### src/rtl/tile_select_input.sv
// Board-pin front end for the tile game: synchronises and debounces KEY/SW,
// emits one-cycle select pulses and latches a validated tile pick on each pulse.
module tile_select_input #(
    parameter int DEBOUNCE_CYCLES = 1000000,
    parameter int NUM_TILES       = 10
) (
    input  logic                 CLOCK_50,
    input  logic                 clear,
    input  logic [1:0]           KEY,
    input  logic [NUM_TILES-1:0] SW,
    input  logic [NUM_TILES-1:0] lockedMask,
    output logic                 select1,
    output logic                 select2,
    output logic [NUM_TILES-1:0] swClean,
    output logic                 pickValid,
    output logic                 pickError,
    output logic [3:0]           pickIndex,
    output logic [NUM_TILES-1:0] pickOneHot
);
    localparam int CW   = $clog2(DEBOUNCE_CYCLES);
    localparam int POPW = $clog2(NUM_TILES + 1);
    localparam logic [CW-1:0]   CNT_MAX = CW'(DEBOUNCE_CYCLES - 1);
    localparam logic [CW-1:0]   CNT_ONE = CW'(1);
    localparam logic [POPW-1:0] POP_ONE = POPW'(1);

    typedef enum logic [1:0] {
        REL_WAIT   = 2'd0,
        IDLE       = 2'd1,
        PRESS_WAIT = 2'd2,
        HELD       = 2'd3
    } key_state_t;

    logic [1:0]           key_meta_q, key_sync_q;
    logic [NUM_TILES-1:0] sw_meta_q, sw_sync_q, sw_prev_q, sw_clean_q;
    logic [CW-1:0]        sw_cnt_q;
    logic [1:0]           key_qual;

    always_ff @(posedge CLOCK_50) begin
        if (!clear) begin
            key_meta_q <= 2'b11;
            key_sync_q <= 2'b11;
            sw_meta_q  <= '0;
            sw_sync_q  <= '0;
            sw_prev_q  <= '0;
            sw_cnt_q   <= '0;
            sw_clean_q <= '0;
        end else begin
            key_meta_q <= KEY;
            key_sync_q <= key_meta_q;
            sw_meta_q  <= SW;
            sw_sync_q  <= sw_meta_q;
            sw_prev_q  <= sw_sync_q;
            // Any change in the switch vector restarts the shared stability count.
            if (sw_sync_q != sw_prev_q)
                sw_cnt_q <= '0;
            else if (sw_cnt_q == CNT_MAX)
                sw_clean_q <= sw_sync_q;
            else
                sw_cnt_q <= sw_cnt_q + CNT_ONE;
        end
    end

    genvar gi;
    generate
        for (gi = 0; gi < 2; gi++) begin : g_key
            key_state_t    state_q, state_d;
            logic [CW-1:0] cnt_q, cnt_d;
            logic          qual;

            always_ff @(posedge CLOCK_50) begin
                if (!clear) begin
                    state_q <= REL_WAIT;
                    cnt_q   <= '0;
                end else begin
                    state_q <= state_d;
                    cnt_q   <= cnt_d;
                end
            end

            always_comb begin
                state_d = state_q;
                cnt_d   = cnt_q;
                qual    = 1'b0;
                case (state_q)
                    REL_WAIT: begin
                        if (key_sync_q[gi]) begin
                            if (cnt_q == CNT_MAX) begin
                                state_d = IDLE;
                                cnt_d   = '0;
                            end else begin
                                cnt_d = cnt_q + CNT_ONE;
                            end
                        end else begin
                            cnt_d = '0;
                        end
                    end
                    IDLE: begin
                        if (!key_sync_q[gi]) begin
                            state_d = PRESS_WAIT;
                            cnt_d   = CNT_ONE;
                        end
                    end
                    PRESS_WAIT: begin
                        if (!key_sync_q[gi]) begin
                            if (cnt_q == CNT_MAX) begin
                                state_d = HELD;
                                cnt_d   = '0;
                                qual    = 1'b1;
                            end else begin
                                cnt_d = cnt_q + CNT_ONE;
                            end
                        end else begin
                            state_d = IDLE;
                            cnt_d   = '0;
                        end
                    end
                    HELD: begin
                        if (key_sync_q[gi]) begin
                            state_d = REL_WAIT;
                            cnt_d   = CNT_ONE;
                        end
                    end
                    default: begin
                        state_d = REL_WAIT;
                        cnt_d   = '0;
                    end
                endcase
            end

            assign key_qual[gi] = qual;
        end
    endgenerate

    // KEY[0] wins a same-cycle tie; KEY[1] still latches HELD and needs a re-press.
    logic select1_d, select2_d, select1_q, select2_q;
    assign select1_d = key_qual[0];
    assign select2_d = key_qual[1] & ~key_qual[0];

    logic [NUM_TILES-1:0] cand;
    logic [POPW-1:0]      cand_cnt;
    logic [3:0]           cand_idx;

    assign cand = sw_clean_q & ~lockedMask;

    always_comb begin
        cand_cnt = '0;
        cand_idx = 4'hF;
        for (int i = 0; i < NUM_TILES; i++) begin
            if (cand[i]) begin
                cand_cnt = cand_cnt + POP_ONE;
                cand_idx = 4'(i);
            end
        end
    end

    logic                 pick_valid_q, pick_error_q;
    logic [3:0]           pick_index_q;
    logic [NUM_TILES-1:0] pick_onehot_q;

    always_ff @(posedge CLOCK_50) begin
        if (!clear) begin
            select1_q     <= 1'b0;
            select2_q     <= 1'b0;
            pick_valid_q  <= 1'b0;
            pick_error_q  <= 1'b0;
            pick_index_q  <= 4'hF;
            pick_onehot_q <= '0;
        end else begin
            select1_q <= select1_d;
            select2_q <= select2_d;
            if (select1_d || select2_d) begin
                if (cand_cnt == POP_ONE) begin
                    pick_valid_q  <= 1'b1;
                    pick_error_q  <= 1'b0;
                    pick_index_q  <= cand_idx;
                    pick_onehot_q <= cand;
                end else begin
                    pick_valid_q  <= 1'b0;
                    pick_error_q  <= 1'b1;
                    pick_index_q  <= 4'hF;
                    pick_onehot_q <= '0;
                end
            end
        end
    end

    assign select1    = select1_q;
    assign select2    = select2_q;
    assign swClean    = sw_clean_q;
    assign pickValid  = pick_valid_q;
    assign pickError  = pick_error_q;
    assign pickIndex  = pick_index_q;
    assign pickOneHot = pick_onehot_q;

endmodule
### config.mk
export PLATFORM = sky130hd
export DESIGN_NAME = tile_select_input
export DESIGN_NICKNAME = d
export VERILOG_FILES = /design/src/rtl/tile_select_input.sv
export SDC_FILE = /design/constraint.sdc
export NUM_CORES = 1
export LEC_CHECK = 0
export CORE_UTILIZATION = 52
export DETAILED_ROUTE_END_ITERATION = 6
export PLACE_DENSITY = 0.76
export SYNTH_ARGS = -nofsm -noshare
export SYNTH_HDL_FRONTEND = slang
export SYNTH_SLANG_ARGS = --single-unit
### constraint.sdc
create_clock -name CLOCK_50 -period 6.43 [get_ports CLOCK_50]
set_clock_uncertainty 0.1 [all_clocks]
set_input_delay 0.9645 -clock CLOCK_50 [delete_from_list [all_inputs] [get_ports CLOCK_50]]
set_output_delay 0.9645 -clock CLOCK_50 [all_outputs]
set_load 0.005 [all_outputs]
==> flow_metrics.py, run 1 <==
metrics = {
    "global_route": {
        "antenna_found_initial": 0,
        "grt_max_degree": 66,
        "grt_use_total": 0.2182,
        "grt_pass1_wl_um": 19710,
        "overflow": 0,
        "grt_pass1_vias": 4412,
    },
    "final_layout": {
        "fillCellCount": 891,
        "multiInputGateArea_um2": 3115,
        "syn2layout_area_growth_pct": 22.87,
        "fin_area_um2": 7098,
        "area.sequential_um2": 2522,
        "n_antenna_cell": 0,
        "drive_gt1_frac": 0.09001,
        "nNetsFinal": 735,
        "layout.cells.non_filler": 851,
    },
    "die": {
        "die_h_um": 107.4,
        "die-area_um2": 11530,
        "fp.dieW_um": 107.4,
        "ios": 52,
        "core.rowCount": 38,
        "start_util": 0.5329,
        "core_area_um2": 10840,
    },
    "clocking": {
        "cts_max_path_buffers": 2,
        "cts_setup_buffers": 0,
        "cts_tree": "done",
        "clock_latency_ns": 0.52,
        "numClockSinks": 126,
        "cts-buffers-inserted": 17,
        "htreeDepth": 4,
        "cts-root-buf": "clkbuf_8",
        "clkTransAtPathRegs_ns": 0.06,
    },
    "power": {
        "power.density_nw_per_um2": 252.0,
        "comb_power_share": 0.031,
        "power_mw": 1.789,
        "p_leak_nw": 2.843,
        "swShare": 0.2056,
        "internal_power_mw": 1.421,
        "p_seq_frac": 0.448,
        "power.share.clock": 0.521,
        "power.switching_mw": 0.3678,
        "vdd.ir_drop.worst_mv": 0.2372,
    },
    "flow_run": {
        "drv_cap": 0,
    },
    "sta": {
        "timing.fmax_mhz": 162.4,
        "post-route-period-util": 0.9576,
        "finalCriticalPeriod_ns": 6.158,
        "final-setup-viol-count": 0,
        "tightest_slew_ns": 0.6953,
        "slew_viol_final": 0,
        "holdWs_ns": 0.3132,
        "finalHoldViolCount": 0,
        "rsz0062_at_grt": "false",
        "slew_headroom": 0.5351,
    },
    "placed_design": {
        "place_area_um2": 6514,
        "dp_hpwl_um": 8377,
        "numPortBuffers": 51,
        "gp_congestion": 0.8820,
        "place_inst": 819,
    },
    "worst_setup_path": {
        "reg2reg_to": "pickOneHot[2]",
        "rrSetupSlack_ns": 0.78,
        "worst_path_max_delay_cell": "clkdlybuf4s50_1",
        "r2r_start": "swClean[1]",
        "crit_required_ns": 6.79,
        "crit_path_frequent_cell": "ha_1",
        "startpoint_type": "input pin",
        "path_class": "in2reg",
        "cp.arrival_ns": 6.52,
        "cp_max_fo": 15,
        "r2r_cells": 28,
        "max_stage_delay_ns": 0.39,
        "endpoint_kind": "register",
    },
    "synth": {
        "synth_simple_gate_area_frac": 0.2725,
        "synth_nets": 664,
        "synth-adder-area-share": 0.02816,
        "syn_avg_cell_area_um2": 9.213,
        "synth-compound-area-share": 0.08209,
        "synth_seq_cells": 126,
        "ys_async_sr_fraction": 0,
        "synthFlopType": "dfxtp_1",
        "yosys-top-cells-area": "dfxtp_1 44%, xor2_1 5.9%, nor2_1 5.3%",
        "synth_area_um2": 5777,
        "yosys_warnings": 0,
        "synth_top_area_frac": 0.4366,
        "synth_edf_count": 0,
        "synth_top_family_by_area": "simple AND/OR/NAND/NOR gates",
        "synth_cell_types": 63,
        "ys_seq_area_frac": 0.4366,
        "syn_inst": 627,
        "yosys.area.top_type": "dfxtp_1",
        "synth-xor-area-share": 0.1332,
        "synthMuxAreaShare": 0.02253,
    },
    "hold_path": {
        "holdPathStages": 1,
        "hold_end": "key_sync_q[1]",
        "hold_start": "key_meta_q[1]",
        "hp-class": "reg2reg",
    },
    "drt": {
        "drc": 0,
        "drt-total-wl_um": 11760,
        "postRouteAntennaNets": 0,
        "route.vias.total": 4581,
        "vias_per_cell": 5.383,
        "firstDrtPassIters": 5,
        "wire_per_inst_um": 13.82,
        "drtIter0Drc": 195,
    },
    "outcome": {
        "status": "finished clean",
    },
}
## cell families (layout without fill, tap and decap cells)
logic type / after synthesis / in the layout
compound gates: 68 / 68
fa+ha+maj: 13 / 13
mux: 13 / 13
simple gates: 300 / 300
xor+xnor: 78 / 78
flops: 126 / 126
buf+inv: 29 / 113
## synth_stat cells (12+ instances only)
cell type  instances
a21oi_1           18
nand2_1           48
nand3_1           31
and3_1            12
xor2_1            39
ha_1              13
xnor2_1           32
dfxtp_1          126
clkbuf_1          13
mux2i_1           13
nor2_1            81
nor2b_1           22
nand2b_1          12
nand4_1           13
and2_1            35
## state kept, by name, summed over array words and instances (netlist names), 2 cells and up
register	flops
g_key.cnt_q	40
g_key.state_q	4
key_meta_q	2
key_sync_q	2
pickIndex	4
pickOneHot	10
swClean	10
sw_cnt_q	20
sw_meta_q	10
sw_prev_q	10
sw_sync_q	10
## metal layers
metal / share of wire / track usage / wire length [um]
met5: 0 / 0 / 0
met4: 0.015 / 0.08415 / 176
met3: 0.041 / 0.06356 / 485
met2: 0.49 / 0.3673 / 5758
met1: 0.45 / 0.2619 / 5342
## worst max-delay path by stage
stage | from | end | slack (ns) | depth (start not counted)
2_1_floorplan | lockedMask[1] | pickIndex[3] | 0.32 | 29
3_3_place_gp | lockedMask[0] | pickIndex[3] | 0.01 | 29
3_5_place_dp | lockedMask[1] | pickIndex[3] | -0.25 | 29
4_1_cts | lockedMask[1] | pickOneHot[2] | 0.26 | 29
5_1_grt | lockedMask[1] | pickOneHot[1] | 0.01 | 29
6_report | lockedMask[1] | pickOneHot[2] | 0.27 | 29
## metrics by stage
stage | util | setup TNS [ns] | setup slack (ns)
after global placement | 0.6009 | 0 | 0.01266
after floorplan | - | 0 | 0.3177
after CTS | 0.6543 | 0 | 0.2558
after detailed placement | 0.6009 | -3.489 | -0.2466
final | 0.6548 | 0 | 0.2725
after global routing | 0.6548 | 0 | 0.01352
## power by group through the flow
stage	clock [mW]	sequential [mW]	combinational, mW
3_3_place_gp	0	0.818	0.0539
5_1_grt	0.991	0.803	0.0614
2_1_floorplan	0	0.816	0.0343
4_1_cts	0.952	0.801	0.0555
6_report	0.932	0.801	0.0551
3_5_place_dp	0	0.818	0.0553
## cell type report
class,instances,share of cell area
clock inverters,11,0.01974
clock buffers,21,0.06187
repair buffers,71,0.09413
multi-input cells,472,0.4389
flip-flops and latches,126,0.3554
inverters,10,0.005288
well taps,140,0.02468
## layout by cell type (no fill, tap or decap), types with 3 or more instances in the layout
cell type and n:
nand4_1 13, and4_1 4, nor4_1 5, nor2_1 81
dfxtp_1 126, clkinv_2 5, nor3_1 6, a22o_1 10
clkbuf_16 16, inv_1 10, a21oi_1 18, nand3_1 31
xor2_1 39, o21ai_0 10, mux2i_1 13, nand2b_1 12
ha_1 13, xnor2_1 32, clkbuf_1 3, nor2b_1 22
and3_1 12, a211o_1 3, nor3b_1 5, bufinv_16 3
nor4b_1 3, nand3b_1 6, clkdlybuf4s50_1 50, a211oi_1 3
buf_4 19, nand2_1 48, xnor3_1 3, and2_1 35
or3_1 3
## critical path: cells and delay by family
family,cells,cell delay (ns)
compound gates,7,1.23
xor+xnor,2,0.55
fa+ha+maj,8,2.26
buf+inv,2,0.54
simple gates,10,0.94
## repair_timing
action | CTS | global route
endpoints found under the hold margin | 0 | 0
setup endpoints to repair | 0 | 14
resized for setup | 0 | 1
hold buffers | 0 | 0
(Power assumes the default switching activity.)
==> run 2: changes to the inputs <==
--- a/config.mk
+++ b/config.mk
@@ -6,6 +6,7 @@
 export NUM_CORES = 1
 export LEC_CHECK = 0
 export CORE_UTILIZATION = 52
+export CTS_CLUSTER_SIZE = 30
 export DETAILED_ROUTE_END_ITERATION = 6
 export PLACE_DENSITY = 0.76
 export SYNTH_ARGS = -nofsm -noshare
==> results of run 2 <==
Final layout, timing and power as in run 1 (identical DEF).
